**config.mk**
```make
export PLATFORM = sky130hd
export DESIGN_NAME = ttt_cell_redraw_scheduler
export DESIGN_NICKNAME = d
export VERILOG_FILES = /design/src/rtl/ttt_cell_redraw_scheduler.sv
export SDC_FILE = /design/constraint.sdc
export NUM_CORES = 1
export LEC_CHECK = 0
export ABC_CLOCK_PERIOD_IN_PS = 5620
export CAP_MARGIN = 20
export CORE_MARGIN = 2
export CORE_UTILIZATION = 55
export DETAILED_ROUTE_END_ITERATION = 12
export PLACE_DENSITY = 0.81
export SLEW_MARGIN = 40
export SYNTH_ARGS = -nofsm -noshare
export SYNTH_HDL_FRONTEND = slang
export SYNTH_SLANG_ARGS = --single-unit
```
**constraint.sdc**
```tcl
create_clock -name clk -period 5.62 [get_ports clk]
set_input_delay 0.562 -clock clk [delete_from_list [all_inputs] [get_ports clk]]
set_output_delay 0.562 -clock clk [all_outputs]
set_load 0.02 [all_outputs]
```
**src/rtl/ttt_cell_redraw_scheduler.sv**
```systemverilog
// ttt_cell_redraw_scheduler
// Sits between the 3x3 board state and the VGA adapter. Instead of redrawing
// the whole screen continuously, it keeps a shadow copy of what each cell
// currently shows on screen, marks cells whose colour changed as dirty, and
// repaints one dirty cell at a time (round-robin) at one pixel per clock.
// A full background clear runs after reset or when full_redraw is pulsed.
//
// Pixel port: x/y/color are meaningful only in a cycle where plot=1; there is
// no back-pressure, the adapter must accept one pixel per clock.
module ttt_cell_redraw_scheduler #(
  parameter int         CELL_W   = 104,
  parameter int         CELL_H   = 77,
  parameter int         PITCH_X  = 108,
  parameter int         PITCH_Y  = 81,
  parameter int         SCR_W    = 320,
  parameter int         SCR_H    = 240,
  parameter logic [2:0] BG_COLOR = 3'b000
) (
  input  logic        clk,
  input  logic        rst,
  input  logic [26:0] cell_colors,
  input  logic        full_redraw,
  output logic [8:0]  x,
  output logic [7:0]  y,
  output logic [2:0]  color,
  output logic        plot,
  output logic        busy,
  output logic [3:0]  cur_cell
);

  // Geometry constants, sized to the coordinate counters.
  localparam logic [8:0] SCR_X_LAST = 9'(SCR_W - 1);
  localparam logic [7:0] SCR_Y_LAST = 8'(SCR_H - 1);
  localparam logic [8:0] CELL_W_M1  = 9'(CELL_W - 1);
  localparam logic [7:0] CELL_H_M1  = 8'(CELL_H - 1);
  localparam logic [8:0] COL1_X     = 9'(PITCH_X);
  localparam logic [8:0] COL2_X     = 9'(2 * PITCH_X);
  localparam logic [7:0] ROW1_Y     = 8'(PITCH_Y);
  localparam logic [7:0] ROW2_Y     = 8'(2 * PITCH_Y);
  localparam logic [3:0] NO_CELL    = 4'd15;
  localparam logic [3:0] LAST_CELL  = 4'd8;

  typedef enum logic [1:0] {
    S_IDLE  = 2'd0,
    S_CLEAR = 2'd1,
    S_LOAD  = 2'd2,
    S_FILL  = 2'd3
  } state_t;

  state_t      state;
  state_t      state_nxt;

  // Per-cell bookkeeping.
  logic [26:0] shadow;         // colour currently shown for each cell
  logic [8:0]  dirty;          // cell needs repainting
  logic [8:0]  dirty_nxt;
  logic [8:0]  mismatch;       // input colour differs from shadow
  logic        clear_pending;  // background clear requested, not yet done
  logic [3:0]  last_drawn;     // round-robin pointer
  logic [3:0]  sel;            // cell picked in IDLE, consumed in LOAD
  logic [3:0]  pick;           // round-robin winner among dirty cells
  logic        any_dirty;

  // Raster walker.
  logic [8:0]  cx;
  logic [7:0]  cy;
  logic [8:0]  x_base;         // left edge of the cell being filled
  logic [8:0]  x_end;          // right edge of the cell being filled
  logic [7:0]  y_end;          // bottom edge of the cell being filled
  logic [8:0]  step_x;
  logic [7:0]  step_y;
  logic        clear_last;
  logic        fill_last;
  logic [2:0]  fill_color;

  // Values prepared for LOAD from the selected cell index.
  logic [8:0]  load_x0;
  logic [7:0]  load_y0;
  logic [2:0]  load_color;

  assign busy      = (state != S_IDLE);
  assign any_dirty = |dirty;

  // Compare each incoming cell colour against what is on screen.
  always_comb begin
    mismatch = '0;
    for (int i = 0; i < 9; i++) begin
      mismatch[i] = (cell_colors[3*i +: 3] != shadow[3*i +: 3]);
    end
  end

  // Round-robin pick: first dirty cell at or after last_drawn+1, wrapping at 9.
  // Scanning from the far end down lets the nearest candidate win last.
  always_comb begin
    logic [3:0] start;
    logic [4:0] idx;
    pick  = '0;
    idx   = '0;
    start = (last_drawn >= LAST_CELL) ? 4'd0 : last_drawn + 4'd1;
    for (int j = 8; j >= 0; j--) begin
      idx = {1'b0, start} + 5'(j);
      if (idx >= 5'd9) idx = idx - 5'd9;
      if (dirty[idx[3:0]]) pick = idx[3:0];
    end
  end

  // Cell origin and colour for the selected cell (col = sel%3, row = sel/3).
  always_comb begin
    load_x0    = '0;
    load_y0    = '0;
    load_color = '0;
    case (sel)
      4'd1, 4'd4, 4'd7: load_x0 = COL1_X;
      4'd2, 4'd5, 4'd8: load_x0 = COL2_X;
      default:          load_x0 = '0;
    endcase
    case (sel)
      4'd3, 4'd4, 4'd5: load_y0 = ROW1_Y;
      4'd6, 4'd7, 4'd8: load_y0 = ROW2_Y;
      default:          load_y0 = '0;
    endcase
    for (int i = 0; i < 9; i++) begin
      if (sel == 4'(i)) load_color = cell_colors[3*i +: 3];
    end
  end

  // Next raster position: wrap at the screen edge in CLEAR, at the cell edge in FILL.
  always_comb begin
    step_x     = cx + 9'd1;
    step_y     = cy;
    clear_last = (cx == SCR_X_LAST) && (cy == SCR_Y_LAST);
    fill_last  = (cx == x_end) && (cy == y_end);
    if (state == S_CLEAR) begin
      if (cx == SCR_X_LAST) begin
        step_x = '0;
        step_y = cy + 8'd1;
      end
    end else if (cx == x_end) begin
      step_x = x_base;
      step_y = cy + 8'd1;
    end
  end

  // Next-state logic; clear_pending outranks dirty cells in IDLE.
  always_comb begin
    state_nxt = state;
    case (state)
      S_IDLE: begin
        if (clear_pending)  state_nxt = S_CLEAR;
        else if (any_dirty) state_nxt = S_LOAD;
      end
      S_CLEAR: if (clear_last) state_nxt = S_IDLE;
      S_LOAD:  state_nxt = S_FILL;
      S_FILL:  if (fill_last) state_nxt = S_IDLE;
      default: state_nxt = S_IDLE;
    endcase
  end

  // State register.
  always_ff @(posedge clk or posedge rst) begin
    if (rst) state <= S_IDLE;
    else     state <= state_nxt;
  end

  // Dirty update: mismatches set bits, end of clear sets all, LOAD clears its cell last.
  always_comb begin
    dirty_nxt = dirty | mismatch;
    if (state == S_CLEAR && clear_last) dirty_nxt = '1;
    if (state == S_LOAD) begin
      for (int i = 0; i < 9; i++) begin
        if (sel == 4'(i)) dirty_nxt[i] = 1'b0;
      end
    end
  end

  // Shadow copy, dirty bits and the clear request flag.
  always_ff @(posedge clk or posedge rst) begin
    if (rst) begin
      shadow        <= '0;
      dirty         <= '0;
      clear_pending <= 1'b1;
    end else begin
      dirty <= dirty_nxt;
      if (state == S_LOAD) begin
        for (int i = 0; i < 9; i++) begin
          if (sel == 4'(i)) shadow[3*i +: 3] <= cell_colors[3*i +: 3];
        end
      end
      // Finishing a clear absorbs any request that arrived while it ran.
      if (state == S_CLEAR && clear_last) clear_pending <= 1'b0;
      else if (full_redraw)               clear_pending <= 1'b1;
    end
  end

  // Raster walker and registered pixel outputs. The edge that enters CLEAR or
  // FILL already presents the first pixel, so each state lasts exactly one
  // cycle per pixel and plot drops on the edge that returns to IDLE.
  always_ff @(posedge clk or posedge rst) begin
    if (rst) begin
      x          <= '0;
      y          <= '0;
      color      <= '0;
      plot       <= 1'b0;
      cur_cell   <= NO_CELL;
      cx         <= '0;
      cy         <= '0;
      x_base     <= '0;
      x_end      <= '0;
      y_end      <= '0;
      fill_color <= '0;
      sel        <= '0;
      last_drawn <= LAST_CELL;
    end else begin
      case (state)
        S_IDLE: begin
          plot <= 1'b0;
          if (clear_pending) begin
            cx    <= '0;
            cy    <= '0;
            x     <= '0;
            y     <= '0;
            color <= BG_COLOR;
            plot  <= 1'b1;
          end else if (any_dirty) begin
            sel <= pick;
          end
        end
        S_CLEAR: begin
          if (clear_last) begin
            plot <= 1'b0;
          end else begin
            cx    <= step_x;
            cy    <= step_y;
            x     <= step_x;
            y     <= step_y;
            color <= BG_COLOR;
            plot  <= 1'b1;
          end
        end
        S_LOAD: begin
          cx         <= load_x0;
          cy         <= load_y0;
          x_base     <= load_x0;
          x_end      <= load_x0 + CELL_W_M1;
          y_end      <= load_y0 + CELL_H_M1;
          fill_color <= load_color;
          cur_cell   <= sel;
          last_drawn <= sel;
          x          <= load_x0;
          y          <= load_y0;
          color      <= load_color;
          plot       <= 1'b1;
        end
        S_FILL: begin
          if (fill_last) begin
            plot     <= 1'b0;
            cur_cell <= NO_CELL;
          end else begin
            cx    <= step_x;
            cy    <= step_y;
            x     <= step_x;
            y     <= step_y;
            color <= fill_color;
            plot  <= 1'b1;
          end
        end
        default: plot <= 1'b0;
      endcase
    end
  end

endmodule

```
==> impl_metrics.ini, run 1 <==
[outcome]
run_status = complete, no violations

[critical_path]
end_kind = flop
r2r_start = last_drawn[3]$_DFFE_PP1P_
crit_path_start_kind = flop
critical_path_class = flop to flop
crit_fanout = 27
critPathRequiredTime_ns = 5.85
rr_worst_depth = 13
regToRegEndpoint = sel[2]$_DFFE_PP0P_
worst_ep_arrival_time_ns = 5.16
r2r_slack_ns = 0.69

[clocking]
postCtsSetupRepairBufs = 0
cts_resized = 0
cts_buffers = 9
clock-sinks = 89
cts_root_buf = clkbuf_16
htreeDepth = 3
clk_latency_ns = 0.35
cts_tree = yes
path_clk_slew_ns = 0.07
clockBufferDepth = 2
cts_hold_buffers = 0

[hold_path]
whs_endpoint = color[0]$_DFFE_PP0P_
hold_class = flop to flop
worst_hold_startpoint = color[0]$_DFFE_PP0P_
min_path_cells = 2

[timing]
drv_slew = 0
min_period_ns = 4.926
fmax_ghz = 0.2030
min_period_over_period = 0.8764
hold_violations = 0
hold_ws_ns = 0.4898
slew_headroom = 0.4557
setup_viol = 0
fin_skew_ns = 0.01217
setup_tns_ns = 0
worstMarginPinSlew_ns = 0.8164
rsz0062_at_grt = false

[floorplan]
dieHeight_um = 122.6
die_w_um = 122.6
io_pins = 56
core_um2 = 13830
start_util = 0.5590
dieArea_um2 = 15020
rows = 43

[cells_and_area]
fill_cells = 1154
diodes = 0
postLayoutCellArea_um2 = 8745
nets = 994
final_common_cell = nand2_1
synthToLayoutAreaGrowth_pct = 13.13
final_cell_mix = 94 x nand2_1, 82 x dfrtp_1, 55 x clkdlybuf4s50_1, 52 x nor2_1, 52 x a21oi_1
drive_above_1_share = 0.1251
final_util = 0.6324

[synthesis]
yosysWarningCount = 0
synth_cells = 909
ys_seq_area_frac = 0.2891
syn_area_per_cell_um2 = 8.504
synth_area_um2 = 7730
synth_fp_nets = 965
synth.distinct_cells = 98
async_reset_ff_frac = 1.000
synth-main-ff-cell = dfrtp_1
synth-edff-count = 0
synth-seq-cells = 89

[global_routing]
gr-total-overflow = 0
gr-usage-all-layers = 0.3078
grt_pass1_vias = 6993
grt_start_max_net_pins = 49
grt_pass1_wl_um = 36100
antenna_found_initial = 0

[pwr]
ir_drop_v = 0.0002330
power_density_nw_per_um2 = 156.1
leakagePower_nw = 3.633

[detailed_routing]
drtIter0Drc = 743
vias_per_cell = 6.652
wire_per_inst_um = 20.26
first_pass_iters = 6
drt_wl_total_um = 22750
drcViolationCount = 0
vias = 7470
drtAntennaViolNets = 0

[placement]
gp_congestion = 1.001
place_area_um2 = 8431
dp_hpwl_um = 16040
portBuffers = 55

[job]
cap_violations = 0
worst max path at each step:
stage	to	cells past startpoint	slack, ns	from
after floorplan	sel[2]$_DFFE_PP0P_	18	0.95	last_drawn[1]$_DFFE_PP0P_
after global placement	sel[2]$_DFFE_PP0P_	13	0.84	last_drawn[3]$_DFFE_PP1P_
after detailed placement	sel[2]$_DFFE_PP0P_	18	0.82	last_drawn[0]$_DFFE_PP0P_
after CTS	sel[2]$_DFFE_PP0P_	18	0.79	last_drawn[0]$_DFFE_PP0P_
after global routing	sel[2]$_DFFE_PP0P_	16	0.31	last_drawn[0]$_DFFE_PP0P_
final	sel[2]$_DFFE_PP0P_	13	0.69	last_drawn[3]$_DFFE_PP1P_
synth_stat cells, drive strengths merged, types with 7 or more instances:
master,instances,share of area
a211o,7,0.0079
a211oi,12,0.012
a21boi,11,0.011
a21o,11,0.011
a21oi,52,0.034
a221o,10,0.013
a31oi,9,0.0081
and3,11,0.0089
buf,17,0.011
clkbuf,43,0.021
dfrtp,83,0.27
ha,26,0.042
inv,26,0.013
mux2,32,0.047
mux2i,23,0.030
mux4,8,0.023
nand2,94,0.046
nand2b,21,0.017
nand3,28,0.019
nand4,8,0.0065
nor2,53,0.026
nor2b,19,0.015
nor3,28,0.018
nor4,23,0.019
o211ai,10,0.0097
o21ai,52,0.034
o22a,7,0.0079
o22ai,8,0.0065
or2,7,0.0057
or3,10,0.0083
xnor2,10,0.011
xor2,42,0.048
worst max-delay path, cell delays in order (launching register included):
cell and delay (ns):
dfstp_2 0.82, buf_4 0.30, or2_1 0.30, ha_1 0.44, or3_1 0.54, nor3_1 0.48
o21ai_0 0.22, xnor2_1 0.46, a211o_1 0.18, o22a_1 0.21, o41a_1 0.19, nor2b_1 0.32
o311ai_2 0.16, o2111a_1 0.17
per-layer routing:
metal	wire, um	up-vias	global-route usage
li1	-	3447	-
met1	9448	3538	0.4275
met5	0	-	0
met3	2080	82	0.04972
met4	909	0	0.1422
met2	10310	403	0.4715
logic make-up after synthesis:
family          Yosys count  synth area share
simple gates            331            0.2219
flops                    89            0.2891
mux                      63           0.09971
buf+inv                  88           0.04581
xor+xnor                 53           0.06199
fa+ha+maj                26           0.04208
compound gates          259            0.2394
final cells by class:
cell class | count | area [um2] | share of cell area
Timing Repair Buffer | 78 | 723.2 | 0.08270
Inverter | 28 | 106.4 | 0.01216
Clock inverter | 6 | 72.57 | 0.008299
Tap cell | 180 | 225.2 | 0.02575
Clock buffer | 10 | 239.0 | 0.02733
Sequential cell | 89 | 2236 | 0.2557
Multi-Input combinational cell | 732 | 5142 | 0.5881
where the power goes:
part	switching (W)	internal (W)	total [W]	leakage, nW
Combinational	0.0000373	0.0000390	0.0000763	2.49
Clock	0.000269	0.000361	0.000630	0.143
Sequential	0.00000702	0.000652	0.000659	0.998
Total	0.000313	0.00105	0.00137	3.63
registers in the layout (all words and copies together), names as in the netlist:
signal	count
clear_pending	1
color	3
cur_cell	4
cx	9
cy	8
dirty	9
fill_color	3
last_drawn	4
plot	1
sel	4
shadow	27
state	2
x_base	3
x_end	7
y_end	4
through the flow:
stage | total power, W | instances | worst slack, ns
after CTS | 0.001369 | 1123 | 0.7935
after global placement | 0.0007441 | 1107 | 0.8407
after detailed placement | 0.0007466 | 1107 | 0.8204
final | 0.001365 | 1123 | 0.6945
after global routing | 0.001403 | 1123 | 0.3065
after floorplan | 0.0007059 | 909 | 0.9463
Power figures use the tool's default switching activity.
==> inputs of run 2 (changes only) <==
Settings changed: GPL_TIMING_DRIVEN from default to 0.
==> impl_metrics.ini, run 2 (same netlist as run 1, synthesis figures left out) <==
[outcome]
run_status = complete, no violations

[detailed_routing]
drtIter0Drc = 752
vias_per_cell = 6.648
first_pass_iters = 5
drt_wl_total_um = 25320
vias = 7732
drtAntennaViolNets = 0
drcViolationCount = 0
wire_per_inst_um = 21.77

[timing]
fin_skew_ns = 0.01114
fmax_ghz = 0.1843
min_period_over_period = 0.9656
rsz0062_at_grt = false
min_period_ns = 5.427
setup_viol = 0
setup_tns_ns = 0
finalWorstSetupSlack_ns = 0.1935
slew_headroom = 0.4052
hold_violations = 0
drv_slew = 0
worstMarginPinSlew_ns = 0.8922

[cells_and_area]
postLayoutCellArea_um2 = 8896
diodes = 0
regMostFlops = shadow
synthToLayoutAreaGrowth_pct = 15.09
largest_register_ffs = 27
final_cell_mix = 94 x nand2_1, 82 x dfrtp_1, 55 x clkdlybuf4s50_1, 52 x nor2_1, 50 x a21oi_1
drive_above_1_share = 0.1231
layoutNonFillerInstCount = 1163
fill_cells = 1188
largestRegisters = shadow (27), cx (9), dirty (9)
nets = 1034
final_common_cell = nand2_1

[hold_path]
worst_hold_startpoint = fill_color[0]$_DFFE_PP0P_
min_path_cells = 2
whs_endpoint = fill_color[0]$_DFFE_PP0P_
hold_class = flop to flop

[critical_path]
r2r_slack_ns = 0.19
critical_path_class = flop to flop
crit_fanout = 8
rr_worst_depth = 18
end_kind = flop
worst_ep_arrival_time_ns = 5.65
r2r_start = last_drawn[1]$_DFFE_PP0P_
crit_path_start_kind = flop
regToRegEndpoint = sel[1]$_DFFE_PP0P_
critPathRequiredTime_ns = 5.84

[clocking]
postCtsSetupRepairBufs = 0
clockBufferDepth = 2
cts_tree = yes
path_clk_slew_ns = 0.07
htreeDepth = 3
clk_latency_ns = 0.35
cts_hold_buffers = 0
cts_root_buf = clkbuf_16
clock-sinks = 89
cts_buffers = 9

[placement]
pre_cts_ws_ns = -0.3369
portBuffers = 55
dp_hpwl_um = 18420
place_area_um2 = 8552
post-place-cells = 1146
gp_congestion = 1.042

[job]
cap_violations = 0

[pwr]
ir_drop_v = 0.0002087
leakagePower_nw = 3.661
power_density_nw_per_um2 = 148.5

[floorplan]
dieHeight_um = 122.6
core_um2 = 13830
dieArea_um2 = 15020
die_w_um = 122.6
start_util = 0.5590
rows = 43
io_pins = 56

[global_routing]
grt_pass1_wl_um = 39350
grt_start_max_net_pins = 46
grt_pass1_vias = 7100
gr-usage-all-layers = 0.3425
antenna_found_initial = 0
gr-total-overflow = 0
[run 2: metrics by stage]
| stage | utilization | hold WS [ns] | total power (W) |
|---|---|---|---|
| after floorplan | - | 0.4370 | 0.0007059 |
| after global placement | 0.6151 | 0.4532 | 0.0007434 |
| after detailed placement | 0.6185 | 0.4547 | 0.0007486 |
| after CTS | 0.6401 | 0.4714 | 0.001326 |
| after global routing | 0.6434 | 0.5057 | 0.001365 |
| final | 0.6434 | 0.4747 | 0.001321 |
[run 2: layout make-up]
type                            instances  area [um2]  area share
Multi-Input combinational cell        732        5181      0.5824
Sequential cell                        89        2236      0.2513
Timing Repair Buffer                   58       588.1     0.06610
Buffer                                 60       259.0     0.02911
Clock buffer                           11       252.7     0.02841
Tap cell                              180       225.2     0.02532
Inverter                               28       117.6     0.01322
Clock inverter                          5       36.28    0.004079
[run 2: metal layers]
layer,share of wire,track usage,routed length (um)
met1,0.44,0.4899,11040
met2,0.44,0.5125,11150
met3,0.076,0.04136,1924
met4,0.048,0.1703,1206
met5,0,0,0
[run 2: repair_timing]
| item | in CTS | in global routing |
|---|---|---|
| cloned | 0 | 0 |
| endpoints found under the setup margin | 2 | 4 |
| gates resized for setup | 2 | 14 |
[run 2: worst max-delay path by stage]
stage                         startpoint                 end  slack, ns  cells after the start
2_1_floorplan  last_drawn[1]$_DFFE_PP0P_  sel[2]$_DFFE_PP0P_       0.95                     18
3_3_place_gp   last_drawn[0]$_DFFE_PP0P_  sel[2]$_DFFE_PP0P_      -0.40                     18
3_5_place_dp   last_drawn[1]$_DFFE_PP0P_  sel[1]$_DFFE_PP0P_      -0.34                     17
4_1_cts        last_drawn[0]$_DFFE_PP0P_  sel[0]$_DFFE_PP0P_       0.03                     17
5_1_grt        last_drawn[1]$_DFFE_PP0P_  sel[1]$_DFFE_PP0P_       0.02                     18
6_report       last_drawn[1]$_DFFE_PP0P_  sel[1]$_DFFE_PP0P_       0.19                     18
[run 2: power breakdown]
part	total (W)	switching (W)	internal, W
registers	0.000659	0.00000713	0.000652
logic	0.0000787	0.0000380	0.0000407
clock network	0.000583	0.000257	0.000326
total	0.00132	0.000302	0.00102
[run 2: critical path: stages (launching register included)]
cell       delay, ns
dfrtp_1         0.48
ha_1            0.22
clkbuf_1        0.18
nand2b_1        0.25
a21oi_4         0.34
inv_1           0.28
ha_2            0.31
ha_1            0.41
nand4b_2        0.20
a221o_1         0.45
and2_4          0.16
buf_6           0.12
a21oi_1         0.22
a2111oi_2       0.11
or3_2           0.54
o21bai_1        0.19
o22ai_1         0.30
a22oi_1         0.20
a221o_1         0.34
==> inputs of run 3 (changes only) <==
Settings changed: CAP_MARGIN 20 to 5.
==> results of run 3 <==
Same layout as run 2: the final DEF is identical, and so are final timing and power.
